$ cat config.mk
export PLATFORM = sky130hd
export DESIGN_NAME = id_decode_stage
export DESIGN_NICKNAME = d
export VERILOG_FILES = /design/src/rtl/riscv_pkg.sv /design/src/rtl/id_imm_gen.sv /design/src/rtl/id_decode_stage.sv
export SDC_FILE = /design/constraint.sdc
export NUM_CORES = 1
export LEC_CHECK = 0
export CORE_ASPECT_RATIO = 0.8
export CORE_MARGIN = 5
export CORE_UTILIZATION = 38
export DETAILED_ROUTE_END_ITERATION = 6
export PLACE_DENSITY = 0.76
export SYNTH_ARGS = -nofsm -noshare
export SYNTH_HDL_FRONTEND = slang
export SYNTH_SLANG_ARGS = --single-unit
$ cat constraint.sdc
create_clock -name clk -period 2.6 [get_ports clk]
set_input_delay 0.78 -clock clk [delete_from_list [all_inputs] [get_ports clk]]
set_output_delay 0.78 -clock clk [all_outputs]
set_load 0.005 [all_outputs]
$ cat src/rtl/riscv_pkg.sv
// rtl/riscv_pkg.sv - RV32I shared constants, ID/EX bundle type and decode helpers
package riscv_pkg;

  localparam logic [3:0] ALU_ADD = 4'd0;
  localparam logic [3:0] ALU_SUB = 4'd1;
  localparam logic [3:0] ALU_MUL = 4'd2;
  localparam logic [3:0] ALU_AND = 4'd3;
  localparam logic [3:0] ALU_OR  = 4'd4;
  localparam logic [3:0] ALU_XOR = 4'd5;
  localparam logic [3:0] ALU_SLL = 4'd6;
  localparam logic [3:0] ALU_SRL = 4'd7;
  localparam logic [3:0] ALU_SRA = 4'd8;
  localparam logic [3:0] ALU_SLT = 4'd9;
  localparam logic [3:0] ALU_LUI = 4'd10;
  localparam logic [3:0] ALU_BEQ = 4'd11;
  localparam logic [3:0] ALU_BNE = 4'd12;
  localparam logic [3:0] ALU_BGE = 4'd13;
  localparam logic [3:0] ALU_BLT = 4'd14;

  localparam logic [6:0] OPC_OP       = 7'b0110011;
  localparam logic [6:0] OPC_OP_IMM   = 7'b0010011;
  localparam logic [6:0] OPC_LOAD     = 7'b0000011;
  localparam logic [6:0] OPC_STORE    = 7'b0100011;
  localparam logic [6:0] OPC_BRANCH   = 7'b1100011;
  localparam logic [6:0] OPC_JAL      = 7'b1101111;
  localparam logic [6:0] OPC_JALR     = 7'b1100111;
  localparam logic [6:0] OPC_LUI      = 7'b0110111;
  localparam logic [6:0] OPC_AUIPC    = 7'b0010111;
  localparam logic [6:0] OPC_MISC_MEM = 7'b0001111;
  localparam logic [6:0] OPC_SYSTEM   = 7'b1110011;

  localparam logic [6:0] F7_BASE   = 7'b0000000;
  localparam logic [6:0] F7_ALT    = 7'b0100000;
  localparam logic [6:0] F7_MULDIV = 7'b0000001;

  localparam logic [1:0] JUMP_NONE = 2'd0;
  localparam logic [1:0] JUMP_JAL  = 2'd1;
  localparam logic [1:0] JUMP_JALR = 2'd2;

  typedef enum logic [2:0] {
    FMT_NONE,
    FMT_I,
    FMT_S,
    FMT_B,
    FMT_U,
    FMT_J
  } imm_fmt_e;

  typedef struct packed {
    logic        valid;
    logic [3:0]  alu_op;
    logic        is_signed;
    logic [31:0] alu_a;
    logic [31:0] alu_b;
    logic [31:0] store_data;
    logic [31:0] imm;
    logic [31:0] pc;
    logic [4:0]  rd;
    logic        reg_write;
    logic        mem_read;
    logic        mem_write;
    logic [2:0]  mem_size;
    logic        branch_en;
    logic [1:0]  jump;
    logic        illegal;
  } id_ex_t;

  // Shared funct3 -> ALU op map for OP and OP-IMM (SLT/SLTU both map to SLT).
  function automatic logic [3:0] base_alu_op(input logic [2:0] funct3);
    case (funct3)
      3'b000:  return ALU_ADD;
      3'b001:  return ALU_SLL;
      3'b010:  return ALU_SLT;
      3'b011:  return ALU_SLT;
      3'b100:  return ALU_XOR;
      3'b101:  return ALU_SRL;
      3'b110:  return ALU_OR;
      default: return ALU_AND;
    endcase
  endfunction

endpackage

$ cat src/rtl/id_imm_gen.sv
// rtl/id_imm_gen.sv - RV32I immediate extraction and format classification
module id_imm_gen
  import riscv_pkg::*;
(
  input  logic [31:0] instr,
  output logic [31:0] imm,
  output imm_fmt_e    fmt
);

  always_comb begin
    fmt = FMT_NONE;
    case (instr[6:0])
      OPC_OP_IMM, OPC_LOAD, OPC_JALR: fmt = FMT_I;
      OPC_STORE:                      fmt = FMT_S;
      OPC_BRANCH:                     fmt = FMT_B;
      OPC_LUI, OPC_AUIPC:             fmt = FMT_U;
      OPC_JAL:                        fmt = FMT_J;
      default:                        fmt = FMT_NONE;
    endcase
  end

  always_comb begin
    imm = '0;
    case (fmt)
      FMT_I:   imm = {{20{instr[31]}}, instr[31:20]};
      FMT_S:   imm = {{20{instr[31]}}, instr[31:25], instr[11:7]};
      FMT_B:   imm = {{19{instr[31]}}, instr[31], instr[7], instr[30:25], instr[11:8], 1'b0};
      FMT_U:   imm = {instr[31:12], 12'd0};
      FMT_J:   imm = {{11{instr[31]}}, instr[31], instr[19:12], instr[20], instr[30:21], 1'b0};
      default: imm = '0;
    endcase
  end

endmodule

$ cat src/rtl/id_decode_stage.sv
// rtl/id_decode_stage.sv - RV32I decode stage driving the ID/EX pipeline register
module id_decode_stage
  import riscv_pkg::*;
#(
  parameter int XLEN   = 32,
  parameter bit MUL_EN = 1'b1
) (
  input  logic            clk,
  input  logic            rst,
  input  logic            in_valid,
  input  logic [31:0]     in_instr,
  input  logic [XLEN-1:0] in_pc,
  input  logic            stall,
  input  logic            flush,
  output logic [4:0]      rs1_addr,
  output logic [4:0]      rs2_addr,
  input  logic [XLEN-1:0] rs1_data,
  input  logic [XLEN-1:0] rs2_data,
  output logic            out_valid,
  output logic [3:0]      alu_op,
  output logic            is_signed,
  output logic [XLEN-1:0] alu_a,
  output logic [XLEN-1:0] alu_b,
  output logic [XLEN-1:0] store_data,
  output logic [XLEN-1:0] imm,
  output logic [XLEN-1:0] pc_out,
  output logic [4:0]      rd,
  output logic            reg_write,
  output logic            mem_read,
  output logic            mem_write,
  output logic [2:0]      mem_size,
  output logic            branch_en,
  output logic [1:0]      jump,
  output logic            illegal
);

  logic [6:0]  opcode;
  logic [6:0]  funct7;
  logic [2:0]  funct3;
  logic [31:0] imm_val;
  logic [31:0] shamt;
  imm_fmt_e    imm_fmt;
  logic        shift_imm;
  logic        bad;
  id_ex_t      dec;
  id_ex_t      q;

  assign opcode   = in_instr[6:0];
  assign funct3   = in_instr[14:12];
  assign funct7   = in_instr[31:25];
  assign rs1_addr = in_instr[19:15];
  assign rs2_addr = in_instr[24:20];
  assign shamt    = {27'd0, in_instr[24:20]};

  id_imm_gen u_imm_gen (
    .instr (in_instr),
    .imm   (imm_val),
    .fmt   (imm_fmt)
  );

  // Shift immediates reuse the I-format slot but the upper bits are funct7, not immediate.
  assign shift_imm = (imm_fmt == FMT_I) && (opcode == OPC_OP_IMM) && (funct3[1:0] == 2'b01);

  always_comb begin
    dec        = '0;
    bad        = 1'b0;
    dec.valid  = 1'b1;
    dec.pc     = in_pc;
    dec.alu_op = ALU_ADD;
    dec.rd     = in_instr[11:7];
    dec.imm    = imm_val;
    case (opcode)
      OPC_OP: begin
        dec.alu_a     = rs1_data;
        dec.alu_b     = rs2_data;
        dec.reg_write = 1'b1;
        if (funct7 == F7_BASE) begin
          dec.alu_op    = base_alu_op(funct3);
          dec.is_signed = (funct3 == 3'b010);
        end else if (funct7 == F7_ALT && funct3 == 3'b000) begin
          dec.alu_op = ALU_SUB;
        end else if (funct7 == F7_ALT && funct3 == 3'b101) begin
          dec.alu_op = ALU_SRA;
        end else if (MUL_EN && funct7 == F7_MULDIV && funct3 == 3'b000) begin
          dec.alu_op = ALU_MUL;
        end else begin
          bad = 1'b1;
        end
      end
      OPC_OP_IMM: begin
        dec.alu_a     = rs1_data;
        dec.alu_b     = imm_val;
        dec.reg_write = 1'b1;
        if (shift_imm) begin
          dec.alu_b = shamt;
          if (funct7 == F7_BASE) dec.alu_op = base_alu_op(funct3);
          else if (funct7 == F7_ALT && funct3 == 3'b101) dec.alu_op = ALU_SRA;
          else bad = 1'b1;
        end else begin
          dec.alu_op    = base_alu_op(funct3);
          dec.is_signed = (funct3 == 3'b010);
        end
      end
      OPC_LOAD: begin
        dec.alu_a     = rs1_data;
        dec.alu_b     = imm_val;
        dec.mem_read  = 1'b1;
        dec.mem_size  = funct3;
        dec.reg_write = 1'b1;
        bad = (funct3[1:0] == 2'b11) || (funct3 == 3'b110);
      end
      OPC_STORE: begin
        dec.alu_a      = rs1_data;
        dec.alu_b      = imm_val;
        dec.store_data = rs2_data;
        dec.mem_write  = 1'b1;
        dec.mem_size   = funct3;
        dec.rd         = 5'd0;
        bad = funct3[2] || (funct3[1:0] == 2'b11);
      end
      OPC_BRANCH: begin
        dec.alu_a     = rs1_data;
        dec.alu_b     = rs2_data;
        dec.branch_en = 1'b1;
        dec.rd        = 5'd0;
        dec.is_signed = !funct3[1];
        case (funct3)
          3'b000:        dec.alu_op = ALU_BEQ;
          3'b001:        dec.alu_op = ALU_BNE;
          3'b100, 3'b110: dec.alu_op = ALU_BLT;
          3'b101, 3'b111: dec.alu_op = ALU_BGE;
          default:       bad = 1'b1;
        endcase
      end
      OPC_JAL, OPC_JALR: begin
        // The ALU forms the link value; the target comes from imm on the branch path.
        dec.alu_a     = in_pc;
        dec.alu_b     = 32'd4;
        dec.reg_write = 1'b1;
        dec.jump      = (opcode == OPC_JAL) ? JUMP_JAL : JUMP_JALR;
        bad = (opcode == OPC_JALR) && (funct3 != 3'b000);
      end
      OPC_LUI: begin
        dec.alu_op    = ALU_LUI;
        dec.alu_b     = imm_val;
        dec.reg_write = 1'b1;
      end
      OPC_AUIPC: begin
        dec.alu_a     = in_pc;
        dec.alu_b     = imm_val;
        dec.reg_write = 1'b1;
      end
      OPC_MISC_MEM, OPC_SYSTEM: begin
        dec.rd  = 5'd0;
        dec.imm = '0;
      end
      default: bad = 1'b1;
    endcase
    if (dec.rd == 5'd0) dec.reg_write = 1'b0;
    if (bad) begin
      dec         = '0;
      dec.valid   = 1'b1;
      dec.illegal = 1'b1;
      dec.pc      = in_pc;
    end
  end

  always_ff @(posedge clk) begin
    if (rst || flush) q <= '0;
    else if (!stall)  q <= in_valid ? dec : '0;
  end

  assign out_valid  = q.valid;
  assign alu_op     = q.alu_op;
  assign is_signed  = q.is_signed;
  assign alu_a      = q.alu_a;
  assign alu_b      = q.alu_b;
  assign store_data = q.store_data;
  assign imm        = q.imm;
  assign pc_out     = q.pc;
  assign rd         = q.rd;
  assign reg_write  = q.reg_write;
  assign mem_read   = q.mem_read;
  assign mem_write  = q.mem_write;
  assign mem_size   = q.mem_size;
  assign branch_en  = q.branch_en;
  assign jump       = q.jump;
  assign illegal    = q.illegal;

endmodule
==> results.toml <==
[routing]
drtIter0Drc = 661
routed_wl_mm = 29.9
drc = 0
post_drt_wl_per_cell_um = 20.0
vias = 8096
firstDrtPassIters = 7
vias_per_cell = 5.41
ant_nets = 0

[logic_synthesis]
synth_largest_area_cell = "dfxtp_1"
postSynthAreaPerCell_sq_um = 8.85
syn_nets = 973
synth.distinct_cells = 57
syn-cell-area_sq_um = 7440
synthTopCellsByArea = "dfxtp_1, a22oi_1, nand2_1"
ys_seq_area_share_pct = 48.7
synth_edf_count = 0
yosysTopAreaCellShare_pct = 48.7
syn_inst = 840
yosys_warnings = 0
synth_seq_cells = 181
synthArstFlopShare_pct = 0
ys_dominant_reg_cell = "dfxtp_1"

[placed_design]
dpl-instance-area_sq_um = 11700
place_congestion = 0.903
dp_hpwl_mm = 22.4
portBuffers = 323

[worst_setup_path]
start_kind = "input pin"
worst-path-buf-inv = 2
crit_chain = "clkdlybuf4s50_1 > clkdlybuf4s50_1"
crit_type = "in -> out"
path_max_fanout = 2
crit_slowest_cell = "clkdlybuf4s50_1"
cpPeakStageDelay_ns = 0.51
cp-end-kind = "output pin"
cp.required_ns = 1.82
path_delay_family = "buffers and inverters"
crit_top_cell = "clkdlybuf4s50_1"
worstPathArrival_ns = 1.78

[sta]
max_freq_ghz = 0.391
maxSlewHeadroom_pct = 45.9
finalClockSkew_ns = 0
period_needed_ns = 2.56
hold_ws_ns = 0.448
worst_pin_slew_ns = 0.811
finalHoldViolCount = 0
setup_viol = 0
maxSlewViolCount = 0
period_share_pct = 98.5

[grt]
antenna_found_initial = 2
grt_pass1_vias = 7833
grt_max_degree = 69
grt_pass1_wl_mm = 44.9
track_usage_pct = 25.1
grt-ovfl-total = 0

[clock_network]
clock-sinks = 181
worstSkewPairLatency_ns = 0.42
clk_pin_slew_ns = 0.07
clockBufferDepth = 2
numCtsBuffers = 17
cts_tree = "done"
cts_hold_buffers = 0
cts-root-buf = "clkbuf_16"
cts_max_level = 4
cts_setup_buffers = 0

[layout]
fin_area_sq_um = 12400
drive_above_1_share_pct = 16.7
area_growth_pct = 67.0
fin_nets = 1356

[power]
power_density_nw_per_um2 = 486
switching_share_pct = 25.3
pwr-share-seq_pct = 46.2
intPower_mw = 4.51
ir_drop_mv = 0.322
p_clk_share_pct = 42.7
power.switching_mw = 1.52
p_leak_nw = 4.51
comb_power_share_pct = 11.0

[floorplanning]
die_x_um = 166
start_util_pct = 39.0
die_height_um = 135
rows = 45
die-area_sq_um = 22500
boundaryPins = 324
core_area_sq_um = 19100

[worst_hold_path]
hp-class = "reg -> reg"

[run]
drv_cap = 0

[status]
status = "finished, final reports clean"
what timing repair did:
item                                    4_1_cts  5_1_grt
cloned                                        0        1
resized for setup                             8       25
endpoints found under the setup margin       17       96
pin swaps                                     0        4
path summary, 6_finish.rpt:
kind	startpoint	endpoint	slack [ns]	depth (start not counted)
setup / recovery	in_instr[19]	rs1_addr[4]	0.04	2
hold / removal	imm[2]	imm[2]	0.45	2
setup reg to reg	alu_b[2]	alu_b[2]	1.67	2
hold reg to reg	imm[2]	imm[2]	0.45	2
synthesized netlist by cell type, types with 3 or more instances:
| library cell | instances |
|---|---|
| dfxtp_1 | 181 |
| a22oi_1 | 116 |
| nand2_1 | 103 |
| nor2_1 | 87 |
| o21ai_0 | 59 |
| clkbuf_1 | 51 |
| a21oi_1 | 37 |
| a22o_1 | 22 |
| o21ai_1 | 21 |
| buf_2 | 15 |
| buf_4 | 12 |
| o21a_1 | 12 |
| a21o_1 | 10 |
| nor3_1 | 10 |
| o21ai_2 | 10 |
| a32o_1 | 7 |
| nand3b_1 | 6 |
| or2_2 | 6 |
| a211oi_1 | 5 |
| nand2b_1 | 5 |
| buf_6 | 4 |
| a31o_2 | 3 |
| a31oi_1 | 3 |
| and2_1 | 3 |
| buf_1 | 3 |
| inv_1 | 3 |
| nor2b_1 | 3 |
| o31ai_1 | 3 |
cells by family (layout without fill, tap and decap cells):
logic type | Yosys count | after routing | synth area share, %
and+or+nand+nor | 242 | 242 | 14.7
other | 0 | 2 | 0
xor gates and xnor gates | 1 | 1 | 0.118
buffers and inverters | 89 | 485 | 5.77
muxes | 1 | 1 | 0.135
DFF | 181 | 181 | 48.7
AOI/OAI and AO/OA | 326 | 326 | 30.6
power groups by stage:
stage / Clock, mW / Combinational, mW / Sequential, mW
2_1_floorplan: 0 / 0.206 / 2.85
3_3_place_gp: 0 / 0.644 / 2.85
5_1_grt: 2.74 / 0.706 / 2.79
3_5_place_dp: 0 / 0.649 / 2.85
4_1_cts: 2.64 / 0.652 / 2.79
6_report: 2.58 / 0.665 / 2.79
per-stage QoR:
stage | setup slack [ns] | instances | power, mW | utilization, % | TNS (ns)
after floorplan | 0.0759 | 840 | 3.06 | - | 0
after global placement | -0.493 | 1461 | 3.50 | 61.3 | -49.49
after detailed placement | -0.578 | 1461 | 3.50 | 61.3 | -56.29
after CTS | 0.00181 | 1493 | 6.08 | 64.4 | 0
after global routing | -0.0284 | 1496 | 6.23 | 65.1 | -0.0989
final | 0.0402 | 1496 | 6.03 | 65.1 | 0
layout by cell type, fill, tap and decap left out, types with 6 or more instances in the layout:
cell             synthesis  final
o21ai_0                 59     55
clkdlybuf4s50_1          0    311
a21o_1                  10     10
nor2_1                  87     84
a21oi_1                 37     34
nor3_2                   2      6
a22o_1                  22     22
a22oi_1                116    116
o21ai_2                 10     10
buf_4                   12    112
o21ai_1                 21     25
dlymetal6s2s_1           0      7
buf_12                   0     12
nand2_1                103    103
a32o_1                   7      7
dfxtp_1                181    181
nand3b_1                 6      6
clkbuf_16                0     18
o21a_1                  12     12
final cells by class:
class	count	area [sq um]
Multi-Input combinational cell	570	3500
Inverter	3	11.3
Sequential cell	181	3620
Clock inverter	15	156
Tap cell	258	323
Timing Repair Buffer	450	4370
Antenna cell	2	5.00
Clock buffer	17	425
Fill cell	1575	6670
state kept, by name, indices dropped and copies added (netlist names):
register / cells
alu_op: 4
alu_b: 32
imm: 32
mem_write: 1
jump: 2
out_valid: 1
mem_read: 1
pc_out: 32
store_data: 32
rd: 5
mem_size: 3
is_signed: 1
illegal: 1
alu_a: 32
branch_en: 1
reg_write: 1
routing by layer:
metal	vias to the layer above	global-route usage [%]	share of wire, %	routed length, um
met5	-	0	0	0
met4	0	7.68	2.1	616
met3	41	7.96	8.8	2640
met2	376	38.7	45	13300
met1	3862	33.7	44	13300
li1	3817	-	-	-
Power figures use the tool's default switching activity.
